`src/rtl/servive_gpio_uart.sv`:
```
// servive_gpio_uart: watches the 8-bit GPIO output of a servant core and
// sends every change of value over an 8N1 UART line. Changes are queued in
// a small FIFO so short bursts are not lost; when the FIFO is full, a
// change is dropped and a sticky overflow flag is raised until reset.
module servive_gpio_uart #(
  parameter int CLKS_PER_BIT = 434,  // i_clk cycles per UART bit, >= 2
  parameter int FIFO_DEPTH   = 4     // pending bytes, power of two >= 2
) (
  input  logic       i_clk,
  input  logic       i_rst_n,
  input  logic [7:0] i_q,
  output logic       o_tx,
  output logic       o_busy,
  output logic       o_overflow
);

  localparam int PW = $clog2(FIFO_DEPTH);
  localparam int BW = (CLKS_PER_BIT > 1) ? $clog2(CLKS_PER_BIT) : 1;
  localparam logic [BW-1:0] BAUD_LAST = BW'(CLKS_PER_BIT - 1);

  typedef enum logic [1:0] {
    IDLE,
    START,
    DATA,
    STOP
  } state_e;

  // Change detector and FIFO bookkeeping. The pointers carry one extra
  // wrap bit so full and empty can be told apart without a counter.
  logic [7:0]  q_last_q, q_last_d;
  logic [PW:0] wr_ptr_q, wr_ptr_d;
  logic [PW:0] rd_ptr_q, rd_ptr_d;
  logic        overflow_q, overflow_d;
  logic [7:0]  fifo_mem [FIFO_DEPTH];

  logic        fifo_empty;
  logic        fifo_full;
  logic        push_req;
  logic        push;
  logic        pop;
  logic [7:0]  fifo_head;

  // Transmitter state.
  state_e         state_q;
  logic [BW-1:0]  baud_q;
  logic [2:0]     bit_q;
  logic [7:0]     shift_q;
  logic           tx_q;

  // Next-state logic for the change detector and the FIFO pointers.
  always_comb begin
    // NOTE: every signal assigned here gets a value on every path first,
    // otherwise synthesis would infer a latch to hold the old value.
    fifo_empty = (wr_ptr_q == rd_ptr_q);
    fifo_full  = (wr_ptr_q[PW] != rd_ptr_q[PW]) &&
                 (wr_ptr_q[PW-1:0] == rd_ptr_q[PW-1:0]);
    fifo_head  = fifo_mem[rd_ptr_q[PW-1:0]];

    // The FSM only sees registered FIFO state, so a byte written into an
    // empty FIFO is popped one edge later, never in the same edge.
    pop        = (state_q == IDLE) && !fifo_empty;

    push_req   = (i_q != q_last_q);
    // A full FIFO can still take a byte when the head leaves in the same edge.
    push       = push_req && (!fifo_full || pop);

    // The last-seen value follows i_q even when the byte is dropped, so a
    // dropped change is not retried.
    q_last_d   = push_req ? i_q : q_last_q;
    wr_ptr_d   = wr_ptr_q + (PW+1)'(push);
    rd_ptr_d   = rd_ptr_q + (PW+1)'(pop);
    overflow_d = overflow_q || (push_req && !push);
  end

  // Change detector and FIFO pointer registers.
  always_ff @(posedge i_clk or negedge i_rst_n) begin
    if (!i_rst_n) begin
      // NOTE: clocked state always uses non-blocking assignments so every
      // register samples the values from before the edge, whatever the
      // order the blocks are evaluated in.
      q_last_q   <= 8'h00;
      wr_ptr_q   <= '0;
      rd_ptr_q   <= '0;
      overflow_q <= 1'b0;
    end else begin
      q_last_q   <= q_last_d;
      wr_ptr_q   <= wr_ptr_d;
      rd_ptr_q   <= rd_ptr_d;
      overflow_q <= overflow_d;
    end
  end

  // FIFO storage write port.
  always_ff @(posedge i_clk) begin
    // NOTE: the storage array is deliberately left out of reset; the
    // pointers alone decide which entries are valid, and an unreset array
    // maps onto plain RAM or cheaper flops.
    if (push) begin
      fifo_mem[wr_ptr_q[PW-1:0]] <= i_q;
    end
  end

  // UART transmit FSM: start bit, 8 data bits LSB first, stop bit.
  // The baud counter restarts at 0 on every state or bit change.
  always_ff @(posedge i_clk or negedge i_rst_n) begin
    if (!i_rst_n) begin
      state_q <= IDLE;
      baud_q  <= '0;
      bit_q   <= 3'd0;
      shift_q <= 8'h00;
      tx_q    <= 1'b1;
    end else begin
      case (state_q)
        IDLE: begin
          baud_q <= '0;
          bit_q  <= 3'd0;
          tx_q   <= 1'b1;
          if (pop) begin
            shift_q <= fifo_head;
            state_q <= START;
            tx_q    <= 1'b0;
          end
        end

        START: begin
          if (baud_q == BAUD_LAST) begin
            baud_q  <= '0;
            state_q <= DATA;
            tx_q    <= shift_q[0];
          end else begin
            baud_q <= baud_q + 1'b1;
          end
        end

        DATA: begin
          if (baud_q == BAUD_LAST) begin
            baud_q <= '0;
            if (bit_q == 3'd7) begin
              bit_q   <= 3'd0;
              state_q <= STOP;
              tx_q    <= 1'b1;
            end else begin
              bit_q   <= bit_q + 1'b1;
              shift_q <= shift_q >> 1;
              tx_q    <= shift_q[1];
            end
          end else begin
            baud_q <= baud_q + 1'b1;
          end
        end

        STOP: begin
          if (baud_q == BAUD_LAST) begin
            baud_q  <= '0;
            state_q <= IDLE;
          end else begin
            baud_q <= baud_q + 1'b1;
          end
        end

        default: begin
          state_q <= IDLE;
          baud_q  <= '0;
          bit_q   <= 3'd0;
          tx_q    <= 1'b1;
        end
      endcase
    end
  end

  // Outputs are registers or a decode of registers only.
  assign o_tx       = tx_q;
  assign o_busy     = (state_q != IDLE) || !fifo_empty;
  assign o_overflow = overflow_q;

endmodule
```
`config.mk`:
```
export PLATFORM = sky130hd
export DESIGN_NAME = servive_gpio_uart
export DESIGN_NICKNAME = d
export VERILOG_FILES = /design/src/rtl/servive_gpio_uart.sv
export SDC_FILE = /design/constraint.sdc
export NUM_CORES = 1
export LEC_CHECK = 0
export CAP_MARGIN = 20
export CORE_MARGIN = 3
export CORE_UTILIZATION = 54
export DETAILED_ROUTE_END_ITERATION = 6
export PLACE_DENSITY = 0.73
export SLEW_MARGIN = 0
export SYNTH_ARGS = -nofsm -noshare
export SYNTH_HDL_FRONTEND = slang
export SYNTH_SLANG_ARGS = --single-unit
```
`constraint.sdc`:
```
create_clock -name i_clk -period 2.3 [get_ports i_clk]
set_input_delay 0.345 -clock i_clk [delete_from_list [all_inputs] [get_ports i_clk]]
set_output_delay 0.345 -clock i_clk [all_outputs]
set_load 0.005 [all_outputs]
```
==> Word level (Yosys, flattened, before mapping) <==
Memories as Yosys holds them, arrays and structs flattened.
Index checks and enable logic that the tools add are counted.
{ "word_totals": {"ram_bits": 32, "wordCells": 70, "inputBits": 10, "n_memories": 1, "output_inout_bits": 3, "ff_bits": 38} }
{ "mem_list": {"columns": ["memory", "words", "width", "read_ports", "rd_ports_with_merged_regs", "wr", "line", "text"], "rows": [
  ["fifo_mem", 4, 8, 1, 0, 1, "34", "logic [7:0] fifo_mem [FIFO_DEPTH];"]
]} }
{ "classes": {"n_eq_ne": 15, "reduce_logical": 19, "mux": 22, "addsub": 4} }
{ "op_table": {"columns": ["operator", "n"], "rows": [
  ["two-way mux 8 bit", 3],
  ["case mux 9 bit (2 select lines)", 1],
  ["case mux 8 bit (2 select lines)", 1],
  ["inequality test 2 bit, second input constant", 6],
  ["two-way mux 2 bit", 5],
  ["adder 9 x 1 -> 9 bit, second input constant", 1],
  ["equality test 9 bit, second input constant", 1],
  ["two-way mux 9 bit", 1],
  ["inequality test 8 bit", 1],
  ["case mux 2 bit (4 select lines)", 1],
  ["adder 3 x 1 -> 3 bit", 2],
  ["two-way mux 1 bit", 6],
  ["two-way mux 3 bit", 2],
  ["case mux 3 bit (2 select lines)", 1],
  ["AND reduction 5 bit", 1],
  ["equality test 2 bit, second input constant", 2],
  ["logical AND 1 bit", 4],
  ["AND reduction 4 bit", 1],
  ["nonzero test 2 bit", 2],
  ["adder 3 x 1 -> 3 bit, second input constant", 1],
  ["equality test 3 bit", 1],
  ["equality test 3 bit, second input constant", 1],
  ["zero test 1 bit", 3],
  ["logical OR 1 bit", 3],
  ["9 further kinds", 9]
]} }

==> Depth between registers and ports, before layout <==
{ "depth": {"depth_word": 8, "ltp_mapped": 7, "ltp_nobuf": 7} }

==> Least setup slack after synthesis <==
No wires, ideal clock.
{ "synth_path": {"path_type": "reg-to-reg", "from": "register state_q[0]", "to": "memory fifo_mem[0][0], enable pin", "path_buffers": 0, "required_ns": 1.915, "setup_time_ns": 0.385, "period_less_slack_ns": 2.249, "stages_incl_launch_ff": 6, "slack_ns": 0.051, "t_arrival_ns": 1.864, "path_cell_list": "dfrtp_1 inv_1 ha_1 and4bb_2 a21oi_1 nor3b_1"} }
{ "synth_via": {"elab_chain_cells": 6} }
{ "synth_rtl": {"columns": ["item", "line", "text"], "rows": [
  ["start: declaration", "44", "state_e state_q;"],
  ["start signal: assignment", "107", "state_q <= IDLE;"],
  ["start signal: assignment", "120", "state_q <= START;"],
  ["start signal: assignment", "128", "state_q <= DATA;"],
  ["zero test 2 bit", "61", "pop = (state_q == IDLE) && !fifo_empty;"],
  ["logical AND 1 bit", "61", null],
  ["logical OR 1 bit", "65", "push = push_req && (!fifo_full || pop);"],
  ["logical AND 1 bit", "65", null],
  ["two-way mux 1 bit", "98", "if (push) begin"],
  ["two-way mux 1 bit (implied by the code)", "99", "fifo_mem[wr_ptr_q[PW-1:0]] <= i_q;"],
  ["end: declaration", "34", null]
]} }
No other way between the ends.

==> Worst setup path in the final report <==
{ "layout_path": {"from": "register bit_q[0]", "to": "register shift_q[6]"} }
{ "layout_via": {"elab_chain_cells": 3} }
{ "layout_rtl": {"columns": ["item", "line", "text"], "rows": [
  ["start: declaration", "46", "logic [2:0] bit_q;"],
  ["start signal: assignment", "143", "bit_q <= bit_q + 1'b1;"],
  ["equality test 3 bit", "138", "if (bit_q == 3'd7) begin"],
  ["inequality test 2 bit (no source line)", null, null],
  ["AND reduction 4 bit (no source line)", null, null],
  ["end signal: assignment", "119", "shift_q <= fifo_head;"],
  ["end signal: assignment", "144", "shift_q <= shift_q >> 1;"],
  ["end: declaration", "47", "logic [7:0] shift_q;"]
]} }
No other way between the ends.
A chain may end at the register's enable or synchronous reset.

==> impl_metrics.py <==
metrics = {
    "floorplan": {
        "core_sq_um": 5340,
        "start_util": 0.580,
        "row_count": 26,
        "io_pins": 13,
        "dieArea_sq_um": 6670,
        "die_h_um": 81.7,
        "die_w_um": 81.7,
    },
    "yosys": {
        "synth_compound_area_frac": 0.0311,
        "synth_top_flop_cell": "dfrtp_1",
        "yosysTopAreaCell": "edfxtp_1",
        "synthArstFlopShare": 0.543,
        "synth_enable_flop_cells": 32,
        "synth_cell_types": 39,
        "synth-warning-count": 0,
        "synthTopCellsByCount": "dfrtp_1, edfxtp_1, nor2_1, xor2_1, ha_1",
        "yosysMostFrequentCell": "dfrtp_1",
        "ys_ff_latch": 70,
        "netlist.area_leader.share": 0.311,
        "muxShareOfSynthArea": 0.146,
        "synth.cell_area_sq_um": 3090,
        "postSynthCellCount": 202,
        "seq_area_frac_synth": 0.619,
        "avgSynthCellArea_sq_um": 15.3,
        "synth_area_leaders": "edfxtp_1, dfrtp_1, mux4_2, ha_1, mux2_4",
        "synthAdderAreaFrac": 0.0485,
        "synth_xor_area_frac": 0.0566,
        "synth-simple-area-share": 0.0708,
        "synth_top_family_by_area": "multiplexers",
        "syn-num-nets": 224,
    },
    "clocking": {
        "clkLatencyLatePin_ns": 0.34,
        "ctsHoldBuffers": 0,
        "cts_buffer_depth": 2,
        "cts.htree.levels": 3,
        "cts_tree": "yes",
        "cts_root_buf": "clkbuf_8",
        "clk_pin_slew_ns": 0.07,
        "cts_sinks": 70,
        "cts_buffers": 9,
    },
    "finish": {
        "final-instance-count-excl-fill": 308,
        "fillers": 410,
        "post-route-util": 0.674,
        "area_growth_pct": 16.3,
        "layout-drive-gt1-share": 0.290,
        "nNetsFinal": 255,
        "antenna-diode-count": 0,
        "stdcell_area_sq_um": 3600,
    },
    "route": {
        "drc_errors": 0,
        "routedWlPerCell_um": 16.6,
        "vias": 1653,
        "wirelength_um": 5110,
        "dr.first_iter.drc_count": 53,
        "drt-vias-per-instance": 5.37,
        "drtAntennaViolNets": 0,
        "dr.pass1.iters": 4,
    },
    "place": {
        "io_buffers": 12,
        "pre_cts_ws_ns": -0.00672,
        "dpl.hpwl_um": 3730,
        "dpl.cell_count": 291,
        "place.gp.congestion": 0.749,
        "place_area_sq_um": 3390,
    },
    "sta": {
        "timing.hold.ws_ns": 0.117,
        "final_max_slew_viol_count": 0,
        "finalSetupViolCount": 0,
        "layout_setup_ws_ns": 0.262,
        "hold_viol": 0,
        "rsz0062_at_grt": "false",
        "finalCriticalPeriod_ns": 2.04,
        "worst_pin_slew_ns": 0.854,
        "max_freq_mhz": 491,
        "timing.final.crit_share": 0.886,
        "skew_ns": 0.00757,
        "relSlewSlack": 0.431,
        "fin_tns_setup_ns": 0,
    },
    "pwr": {
        "p_leak_nw": 1.48,
        "power_mw": 4.96,
        "power_density_nw_per_um2": 1380,
        "irDropWorstVdd_v": 0.000715,
    },
    "critical_path": {
        "critPathRequiredTime_ns": 2.52,
        "path_class": "flip-flop to flip-flop",
        "cp.arrival_ns": 2.26,
        "crit_fanout": 8,
        "worst_setup_path_end_kind": "flip-flop",
        "start_kind": "flip-flop",
        "crit_top_cell": "ha_1",
        "r2r_cells": 6,
        "reg2reg_slack_ns": 0.26,
        "r2r_start": "bit_q[0]",
        "critical_path.slowest_cell": "dfrtp_1",
        "crit_chain": "ha_1, ha_1, o41ai_2, o211a_1, buf_12, mux2_4",
        "timing.rr.end": "shift_q[6]",
        "critPathMaxStageDelay_ns": 0.41,
    },
    "run_status": {
        "status": "finished, final reports clean",
    },
    "grt": {
        "track_usage": 0.180,
        "grt_first_pass_wirelength_um": 8630,
        "grt_pass1_vias": 1724,
        "antenna_found_initial": 0,
        "gr-total-overflow": 0,
        "grt_max_degree": 39,
    },
    "flow_run": {
        "cap_violations": 0,
    },
    "min_path": {
        "hold_class": "primary input to async pin",
    },
}
[worst max path at each step]
stage | depth (start not counted) | endpoint | from | slack, ns
5_1_grt | 6 | shift_q[5] | bit_q[0] | 0.17
3_3_place_gp | 7 | wr_ptr_q[2] | i_q[5] | 0.08
6_report | 6 | shift_q[6] | bit_q[0] | 0.26
3_5_place_dp | 7 | wr_ptr_q[2] | i_q[5] | -0.007
4_1_cts | 5 | o_busy | state_q[0] | 0.02
2_1_floorplan | 5 | fifo_mem[0][0] | state_q[0] | 0.05
[per-layer routing]
metal / up-vias / wire length [um] / part of all wire / track usage
met5: - / 0 / 0 / 0
met4: 0 / 31 / 0.0061 / 0.0648
met1: 833 / 2350 / 0.46 / 0.238
li1: 789 / - / - / -
met3: 5 / 180 / 0.035 / 0.0493
met2: 26 / 2550 / 0.50 / 0.289
[cell type report]
type                    instances  area [sq um]  area share
multi-input cells             114          1090       0.304
well taps                      70          87.6      0.0243
repair buffers                 33           288      0.0800
flip-flops and latches         70          1910       0.532
inverters                       5          18.8     0.00522
clock inverters                 7          73.8      0.0205
clock buffers                   9           124      0.0344
[where the power goes]
group / leakage [nW] / switching (mW) / internal (mW)
Combinational: 0.623 / 0.868 / 1.11
Clock: 0.0996 / 0.452 / 0.503
Sequential: 0.762 / 0.213 / 1.81
Total: 1.48 / 1.53 / 3.42
[kinds of logic (layout without fill, tap and decap cells)]
| family | count (synthesis) | count (layout) |
|---|---|---|
| buffers and inverters | 18 | 54 |
| DFF | 70 | 70 |
| AOI/OAI and AO/OA | 13 | 13 |
| adders and majority gates | 12 | 12 |
| muxes | 30 | 30 |
| xor gates and xnor gates | 20 | 20 |
| and+or+nand+nor | 39 | 39 |
[critical path: cells and delay by family, from the launching register on]
kind / cells / cell delay [ns]
compound gates: 2 / 0.61
fa+ha+maj: 2 / 0.46
flops: 1 / 0.41
mux: 1 / 0.30
buf+inv: 1 / 0.14
[timing repair]
action                                  4_1_cts  5_1_grt
setup buffers                                 0        1
endpoints found under the setup margin        0        1
resized for setup                             0        1
[registers in the layout (all words and copies together), names as in the netlist]
name        flops
state_q         2
o_overflow      1
baud_q          9
wr_ptr_q        3
bit_q           3
shift_q         8
q_last_q        8
fifo_mem       32
o_tx            1
rd_ptr_q        3
[cell usage in the layout (no fill, tap or decap), drive strengths merged, types with 2 or more instances in the layout]
cell type       n
a21oi           2
and3b           2
clkinv          4
mux2           17
nand4           2
xor2           13
mux4            8
dfrtp          37
clkbuf          9
clkdlybuf4s50  10
o21ai           4
buf            22
and2            2
or2             2
o21a            2
nand2           6
ha             12
xnor2           7
mux2i           5
inv             6
nor3            3
nor4            2
edfxtp         32
nor2           13
nand3           2
and3            2
Power figures use the tool's default switching activity.
